===== src/rtl/mul_iter_unit.sv =====
// mul_iter_unit: iterative radix-2 shift-add MUL/MLA unit feeding register file write port 3
module mul_iter_unit #(
  parameter int WIDTH      = 32,
  parameter int ADDR_W     = 4,
  parameter int EARLY_TERM = 1
) (
  input  logic              clk,
  input  logic              rst_n,
  input  logic              req,
  input  logic              acc,
  input  logic [WIDTH-1:0]  Rm,
  input  logic [WIDTH-1:0]  Rs,
  input  logic [WIDTH-1:0]  Rn,
  input  logic [ADDR_W-1:0] dest_addr,
  output logic              busy,
  output logic              ack,
  output logic              write_enable,
  output logic [ADDR_W-1:0] write_address,
  output logic [WIDTH-1:0]  write_data
);
  localparam int IW = $clog2(WIDTH);
  typedef enum logic [1:0] {IDLE, MUL, WB} state_t;
  state_t state, state_nx;
  logic [WIDTH-1:0]  mcand, mplier, accum, accum_nx, mplier_nx;
  logic [ADDR_W-1:0] addr;
  logic [IW-1:0]     iter;
  logic              done;
  assign mplier_nx = mplier >> 1;
  assign accum_nx  = mplier[0] ? accum + mcand : accum;
  // the last iteration is the one whose increment wraps iter back to zero
  assign done = (iter == IW'(WIDTH - 1)) || (EARLY_TERM != 0 && mplier_nx == '0);
  assign busy         = state != IDLE;
  assign ack          = state == WB;
  assign write_enable = state == WB;
  always_comb begin
    state_nx = state;
    state_nx = state == IDLE ? (req ? MUL : IDLE) : state == MUL ? (done ? WB : MUL) : IDLE;
  end
  always_ff @(posedge clk or negedge rst_n)
    if (!rst_n) state <= IDLE;
    else        state <= state_nx;
  always_ff @(posedge clk or negedge rst_n)
    if (!rst_n) begin
      mcand         <= '0;
      mplier        <= '0;
      accum         <= '0;
      addr          <= '0;
      iter          <= '0;
      write_data    <= '0;
      write_address <= '0;
    end else if (state == IDLE && req) begin
      mcand  <= Rm;
      mplier <= Rs;
      accum  <= acc ? Rn : '0;
      addr   <= dest_addr;
      iter   <= '0;
    end else if (state == MUL) begin
      accum  <= accum_nx;
      mcand  <= mcand << 1;
      mplier <= mplier_nx;
      iter   <= iter + 1'b1;
      // outputs only change on completion so they hold the previous result during MUL
      if (done) begin
        write_data    <= accum_nx;
        write_address <= addr;
      end
    end
endmodule

===== config.mk =====
export PLATFORM = sky130hd
export DESIGN_NAME = mul_iter_unit
export DESIGN_NICKNAME = d
export VERILOG_FILES = /design/src/rtl/mul_iter_unit.sv
export SDC_FILE = /design/constraint.sdc
export NUM_CORES = 1
export LEC_CHECK = 0
export BUFFER_PORTS_ARGS = -buffer_cell sky130_fd_sc_hd__buf_2
export CAP_MARGIN = 20
export CORE_MARGIN = 2
export CORE_UTILIZATION = 45
export CTS_BUF_LIST = sky130_fd_sc_hd__clkbuf_4 sky130_fd_sc_hd__clkbuf_8 sky130_fd_sc_hd__clkbuf_16
export DETAILED_ROUTE_END_ITERATION = 7
export HOLD_SLACK_MARGIN = 0.02
export PLACE_DENSITY = 0.67
export REMOVE_ABC_BUFFERS = 1
export SYNTH_ARGS = -nofsm -noshare
export SYNTH_HDL_FRONTEND = slang
export SYNTH_SLANG_ARGS = --single-unit

===== constraint.sdc =====
create_clock -name clk -period 6.2 [get_ports clk]
set_input_delay 0.62 -clock clk [delete_from_list [all_inputs] [get_ports clk]]
set_output_delay 0.62 -clock clk [all_outputs]
set_load 0.02 [all_outputs]

# ---- Word-level counts from Yosys, hierarchy flattened
# Cells that the tools add are included.
dict set report totals {
  ff_bits 143
  output_inout_bits 39
  elab_cells 35
}
dict set report classes {
  reduce_logical 7
  n_bitwise 1
  add_sub_neg 2
  muxes 14
  eq_ne 3
}
# op count
set ops {}
lappend ops {{$mux W32} 8}
lappend ops {{$add A32 B32 Y32} 1}
lappend ops {{$logic_not A32 Y1} 1}
lappend ops {{$mux W5} 2}
lappend ops {{$mux W2} 3}
lappend ops {{$add A5 B1 Y5 const B} 1}
lappend ops {{$eq A5 B5 Y1 const B} 1}
lappend ops {{$reduce_bool A2 Y1} 2}
lappend ops {{$reduce_and A3 Y1} 1}
lappend ops {{$eq A2 B1 Y1 const B} 1}
lappend ops {{$eq A2 B2 Y1 const B} 1}
lappend ops {{$logic_not A2 Y1} 1}
lappend ops {{$logic_and A1 B1 Y1} 1}
lappend ops {{$logic_or A1 B1 Y1} 1}
lappend ops {{$mux W1} 1}
lappend ops {{$not A1 Y1} 1}

# ---- Longest topological paths before layout
# Gate-level depths: netlist of the first run.
dict set report logic_depth {
  depth_word 5
  depth_mapped 12
  depth_no_buf 12
}

# ---- Worst setup path before layout of the first run
# No wires, ideal clock.
dict set report synth_timing {
  kind {register to register}
  startpoint {register mcand[0]}
  endpoint {register accum[30]}
  t_arrival_ns 2.657
  stages_incl_launch_ff 13
  path_slack_ns 3.456
  path_buffers 0
  setup_ns 0.087
  synth_period_minus_slack_ns 2.744
  path_cell_list {dfrtp_1 ha_1 fa_1 a21o_1 a21oi_2 o21a_1 o211a_1 nor3_1 o2111ai_1 nand2_1 a311oi_2 xnor2_1 a211oi_2}
}
dict set report synth_between {
  elab_chain_len 4
}
# item line
set synth_lines {}
lappend synth_lines {{from (decl)} 24} ;# logic [WIDTH-1:0] mcand, mplier, accum, accum_nx, mplier_nx;
lappend synth_lines {{from (signal assigned)} 52} ;# mcand <= Rm;
lappend synth_lines {{from (signal assigned)} 59} ;# mcand <= mcand << 1;
lappend synth_lines {{$add A32 B32 Y32} 29} ;# assign accum_nx = mplier[0] ? accum + mcand : accum;
lappend synth_lines {{$mux W32} 29}
lappend synth_lines {{$mux W32} 57} ;# end else if (state == MUL) begin
lappend synth_lines {{$mux W32} 51} ;# end else if (state == IDLE && req) begin
lappend synth_lines {{to (signal assigned)} 54} ;# accum <= acc ? Rn : '0;
lappend synth_lines {{to (signal assigned)} 58} ;# accum <= accum_nx;
lappend synth_lines {{to (decl)} 24}
# Every way passes these cells. The select of a mux whose other input is x is not followed.
# A chain may end at the register's enable or synchronous reset.

# ---- Final worst setup path of the first run
# Same ends and word-level chain as after synthesis.

==> metrics.md, run 1 <==
| Metric | Value |
|---|---|
| Status | finished, final reports clean |
| Mapped Cells | 894 |
| Post-Route WL | 21.14 mm |
| Clock period minus worst slack | 3075 ps |
| FF/Latch Area | 3580 sq um |
| Mean Syn Cell Area | 8.869 sq um |
| Die ar. | 18,700 sq um |
| WL/cell | 16.94 microns |
| Multi-input gate area | 4095 sq um |
| R2R depth | 12 |
| Clk pin slew, worst setup/hold paths | 60 ps |
| Port buffer count | 142 |
| Top-area cell type share of the netlist area | 45.13% |
| LEAKAGE | 4.622 nW |
| Max cap viols | 0 |
| Cell taking the most area after synthesis | dfrtp_1 |
| Main combinational cell family by area after synthesis | compound AO/OA/AOI/OAI gates |
| Clk_skew | 8.391 ps |
| Post_cts resized | 0 |
| Fmax | 0.3252 GHz |
| CTS tree | yes |
| Worst-path fanout max | 4 |
| Sequential area share after synthesis | 45.13% |
| Startpoint Class | flop |
| Root buf cell | clkbuf_16 |
| Fraction of synthesized area in multiplexers | 3.330% |
| First-pass GRT wire length | 34.29 mm |
| Worst-margin pin slew | 860.5 ps |
| Flops & latches, synth | 143 |
| Pin count of the biggest net entering global routing | 92 |
| Initial Utilization | 46.00% |
| Post-DP HPWL | 14.39 mm |
| Crit end category | flop |
| GRT Total Usage | 23.53% |
| ANT nets after route | 0 |
| Fin crit share | 49.59% |
| Post-CTS setup buffers | 0 |
| Total congestion overflow | 0 |
| Hold/Removal Path Class | in -> async |
| Clock Sinks | 143 |
| Number of fill cells in the layout | 1,623 |
| Share of layout cells above drive strength 1 | 19.43% |
| Synth unique cells | 56 |
| Critical path arrival | 3420 ps |
| CP required | 6540 ps |
| Synth Area in Adders | 5.460% |
| Clk_lat worst skew | 420 ps |
| RSZ-0062 raised after global routing | no |
| Power Density | 625.4 nW/um^2 |
| CTS Buffer Depth | 2 |
| FP Rows | 48 |
| Cell Area, Synth | 7929 sq um |
| Synth Area in Compound Gates | 21.26% |
| Nets@finish | 1,144 |
| Number of top-level pins | 143 |
| R2r startpoint | mcand[0] |
| Initial antenna violation count | 7 |
| Core area | 17,240 sq um |
| Main synth FF type | dfrtp_1 |
| Post-layout util | 54.43% |
| WS Path Type | reg -> reg |
| GP Congestion | 0.8819 |
| Most common cell after layout, fill and taps aside | nand2_1 |
| Most frequent cells in the layout | nand2_1, dfrtp_1, buf_2 |
| TritonRoute pass-1 iters | 5 |
| Setup Viol. Count Final | 0 |
| Max transition margin | 42.63% |
| Top cells by area, synth | dfrtp_1, nand2_1, a22oi_1, ha_1, a21oi_1 |
| Count of hold-fix buffers inserted at cts | 0 |
| Pins over their slew limit | 0 |
| H-tree depth | 4 |
| Max VDD drop | 0.2672 mV |
| Post-Synth Simple-Gate Area | 18.16% |
| Worst hold margin | 248.2 ps |
| Setup WS pre-CTS | 3126 ps |
| Reg2reg setup slack | 3130 ps |
| CTS Buf Count | 17 |
| Vias per inst | 5.526 |
| Vias in the first global route | 6,740 |
| Area share of xor/xnor cells in the synthesized design | 3.203% |
| Via count | 6,897 |
| Chip Width | 136.7 microns |
| Post-synth EDFFs | 0 |
| Area Growth Syn to Fin | 18.32% |
| Worst setup margin | 3125 ps |
| Asr flop ratio synth | 100.0% |
| Residual DRC count | 0 |
| Fin. Hold Viols | 0 |
| Reg2reg end | accum[30] |
| Die Height | 136.7 microns |
| Yosys warnings | 0 |
| First DRT Iteration DRCs | 466 |
==> report_power, final <==
group,internal [mW],switching [mW],leakage (nW)
combinational,1.26,1.84,2.65
clock,0.631,0.398,0.287
sequential,1.38,0.360,1.68
total,3.27,2.60,4.62
==> cell usage after synthesis (all sizes together), types with 9 or more instances <==
master,count
clkbuf,43
a22oi,62
buf,14
nand2,215
o21ai,50
xor2,14
nand3,15
inv,12
a21oi,63
ha,33
nor2,49
a211oi,31
mux2i,23
nor4,9
dfrtp,143
a21o,20
xnor2,15
==> worst max-delay path: stages (launching register included) <==
cell,delay [ps]
dfrtp_1,400
ha_1,240
fa_1,410
a21o_1,200
a21oi_2,210
o21a_1,140
o211a_1,190
nor3_1,80
o2111ai_1,200
nand2_1,140
a311oi_2,420
xnor2_1,130
a211oi_2,220
==> worst max-delay path by stage <==
stage / endpoint / startpoint / cells after the start / slack [ps]
2_1_floorplan: write_data[27] / state[1] / 4 / -40
5_1_grt: accum[30] / mcand[0] / 12 / 2940
6_report: accum[30] / mcand[0] / 12 / 3130
3_3_place_gp: accum[30] / mcand[0] / 12 / 3260
3_5_place_dp: accum[30] / mcand[0] / 12 / 3130
4_1_cts: accum[30] / mcand[0] / 12 / 3110
==> stage by stage <==
stage / instances / power [mW] / TNS, ps / instance area [sq um]
floorplan: 837 / 4.012 / -39.65 / 7700
global placement: 1212 / 4.780 / 0 / 8778
detailed placement: 1212 / 4.836 / 0 / 8778
CTS: 1244 / 5.886 / 0 / 9371
global route: 1245 / 6.370 / 0 / 9374
finish: 1248 / 5.867 / 0 / 9382
==> per-layer routing <==
metal	GRT usage, %	wire [microns]	up-vias
met5	0	27	-
met4	6.192	257	4
met3	7.222	1384	24
met2	36.47	9391	153
met1	32.09	10070	3300
li1	-	-	3416
==> final cells by class <==
class                   instances  area share, %
clock buffers                  23          5.148
clock inverters                 9          1.174
repair buffers                150          8.282
well taps                     225          3.001
flip-flops and latches        143          38.16
diodes                          4         0.1067
inverters                      12         0.4801
multi-input cells             682          43.65
==> registers in the layout, summed over array words and instances (netlist names) <==
signal	flops
iter	5
state	2
write_data	32
mplier	32
write_address	4
mcand	32
addr	4
accum	32
==> cell families (layout without fill, tap and decap cells) <==
logic type / count (synthesis) / count (layout)
muxes: 26 / 26
DFF: 143 / 143
and+or+nand+nor: 336 / 336
buffers and inverters: 69 / 194
xor gates and xnor gates: 29 / 29
other: 0 / 4
AOI/OAI and AO/OA: 257 / 257
adders and majority gates: 34 / 34
Power figures use the tool's default switching activity.
==> run 2, diff against run 1 <==
clock period = 3.1 ns   (was 6.2 ns; I/O delays follow)
==> run 2 against run 1 <==
Against the previous run: non-clock buffer count unchanged; sequential share of layout area is 0.30 points lower; sequential power rose by 99%; die area unchanged; hold slack worse by 180 ps; largest power group unchanged; wire length grew 1.1%; via count grew 1.3%; first-iteration DRC count is 7.1% higher.
==> metrics.md, run 2 (synthesized netlist as in run 1, its figures left out) <==
| Metric | Value |
|---|---|
| Post-Route WL | 21.36 mm (+1.1%) |
| Most frequent cells in the layout | nand2_1, dfrtp_1, buf_2 |
| Vias in the first global route | 6,920 (+2.7%) |
| Int Power | 6.606 mW (+100%) |
| Switch Pwr | 5.254 mW (+100%) |
| Worst-margin pin slew | 986.7 ps (+126.2 ps) |
| Reg2reg setup slack | 160 ps (-2970 ps) |
| Critical path's slowest cell | dfrtp_1 |
| Total Power | 11.86 mW (+100%) |
| Setup WS pre-CTS | 84.50 ps (-3042 ps) |
| WP buf/inv | 0 (unchanged) |
| Max cap viols | 0 (unchanged) |
| Initial Utilization | 46.00% (unchanged) |
| Setup Viol. Count Final | 0 (unchanged) |
| Fmax | 0.3400 GHz (+4.6%) |
| Port buffer count | 142 (unchanged) |
| Worst setup margin | 159.2 ps (-2966 ps) |
| Status | finished, final reports clean |
| Hold/Removal Path Class | in -> reg |
| WL/cell | 17.12 microns (+1.1%) |
| Total congestion overflow | 0 (unchanged) |
| Startpoint Class | flop |
| Max incr delay on CP | 400 ps (-20 ps) |
| Number of top-level pins | 143 (unchanged) |
| Logic pwr share | 52.7% (about the same) |
| Number of fill cells in the layout | 1,559 (-3.9%) |
| Initial antenna violation count | 6 (-1) |
| Sequential fraction of design power | 29.2% (-0.5 points) |
| Post-CTS setup buffers | 0 (unchanged) |
| Clock group share of total power | 18.1% (+0.6 points) |
| Root buf cell | clkbuf_16 |
| CTS Buffer Depth | 2 (unchanged) |
| Critical path arrival | 3290 ps (-130 ps) |
| FF/Latch Area | 3580 sq um (unchanged) |
| Chip Width | 136.7 microns (unchanged) |
| GRT Total Usage | 24.23% (+0.69 points) |
| Post-DP HPWL | 14.31 mm (-0.58%) |
| Share of layout cells above drive strength 1 | 19.53% (+0.098 points) |
| First-pass GRT wire length | 35.36 mm (+3.1%) |
| Vias per inst | 5.601 (+1.3%) |
| Area Growth Syn to Fin | 19.27% |
| Crit path max-delay family | compound AO/OA/AOI/OAI gates |
| Clock period minus worst slack | 2941 ps (-133.9 ps) |
| Sw Ratio | 44.30% (about the same) |
| LEAKAGE | 4.639 nW (+0.38%) |
| Clk pin slew, worst setup/hold paths | 60 ps (about the same) |
| First DRT Iteration DRCs | 499 (+7.1%) |
| CP Cell Sequence | ha_2 > fa_1 > a21o_1 > a21oi_4 > o21a_1 > o211a_1 > nor3_1 > o2111ai_1 > nand2_1 > a311oi_4 > xnor2_1 > a211oi_2 |
| H-tree depth | 4 (unchanged) |
| CTS Buf Count | 17 (unchanged) |
| Clk_skew | 7.769 ps (-0.6211 ps) |
| Core area | 17,240 sq um (unchanged) |
| Power Density | 1254 nW/um^2 (+100%) |
| TritonRoute pass-1 iters | 4 (-1) |
| Most common cell after layout, fill and taps aside | nand2_1 |
| Max transition margin | 34.06% (-8.6 points) |
| Fin. Hold Viols | 0 (unchanged) |
| Max VDD drop | 0.5002 mV (+87%) |
| Die ar. | 18,700 sq um (unchanged) |
| Clk_lat worst skew | 430 ps (about the same) |
| CTS tree | yes |
| ANT nets after route | 0 (unchanged) |
| Nets@finish | 1,144 (unchanged) |
| CP required | 3450 ps (-3090 ps) |
| Multi-input gate area | 4121 sq um (+0.64%) |
| Worst-path fanout max | 4 (unchanged) |
| Pins over their slew limit | 0 (unchanged) |
| Clock Sinks | 143 (unchanged) |
| Residual DRC count | 0 (unchanged) |
| WS Path Type | reg -> reg |
| Via count | 6,990 (+1.3%) |
| GP Congestion | 0.8681 (-1.6%) |
| Fin crit share | 94.87% (+45 points) |
| Crit end category | flop |
| Pin count of the biggest net entering global routing | 81 (-12%) |
| Die Height | 136.7 microns (unchanged) |
| FP Rows | 48 (unchanged) |
-- run 2: changes by cell type in the layout (fill, tap and decap cells not counted), moves of 2 or more --
cell | before | now
inv_6 | 0 | 2
clkbuf_4 | 4 | 0
buf_12 | 0 | 2
buf_4 | 8 | 5
-- run 2: through the flow --
stage               hold slack (ps)  TNS [ps]  util, %  std cells  cell area [sq um]
floorplan                     14.41   -307160        -        837               7700
global placement              417.6         0    51.03       1211               8796
detailed placement            412.4         0    51.03       1211               8796
CTS                           55.90         0    54.65       1244               9420
global route                  62.40    -20.00    54.81       1244               9447
finish                        71.29         0    54.86       1248               9457
-- run 2: worst paths after layout --
kind / startpoint / end / cells after the start
max: mcand[0] / accum[30] / 12
min: dest_addr[0] / addr[0] / 3
max reg2reg: mcand[0] / accum[30] / 12
min reg2reg: addr[2] / write_address[2] / 2
max in group asynchronous: rst_n / mplier[0] / 3
min in group asynchronous: rst_n / accum[10] / 2
-- run 2: power groups by stage --
stage	logic, mW	registers [mW]	clock network, mW
after floorplan	4.41	3.62	0
after global placement	6.07	3.46	0
after detailed placement	6.17	3.48	0
after CTS	6.21	3.46	2.18
after global routing	7.04	3.60	2.27
final	6.25	3.46	2.14
-- run 2: final cells by class --
| class | instances | area share [%] |
|---|---|---|
| multi-input combinational | 682 | 43.58 |
| sequential | 143 | 37.85 |
| timing repair buffer | 150 | 8.508 |
| clock buffer | 19 | 4.790 |
| tap | 225 | 2.977 |
| clock inverter | 13 | 1.707 |
| inverter | 12 | 0.4763 |
| antenna | 4 | 0.1058 |
-- run 2: worst min-delay path, delay by kind of cell --
kind          cells  cell delay (ps)
simple gates      2               80
buf+inv           1               80
-- run 2: repair_timing --
action                                  4_1_cts  5_1_grt
hold endpoints to repair                     79        0
endpoints found under the setup margin        0        4
hold buffers                                  1        0
gates resized for setup                       0        4
-- run 2: metal layers --
layer	wire (microns)	up-vias	global-route usage [%]
li1	-	3415	-
met3	1605	32	7.370
met1	9967	3335	33.02
met4	387	4	8.507
met5	19	-	0
met2	9382	204	36.56
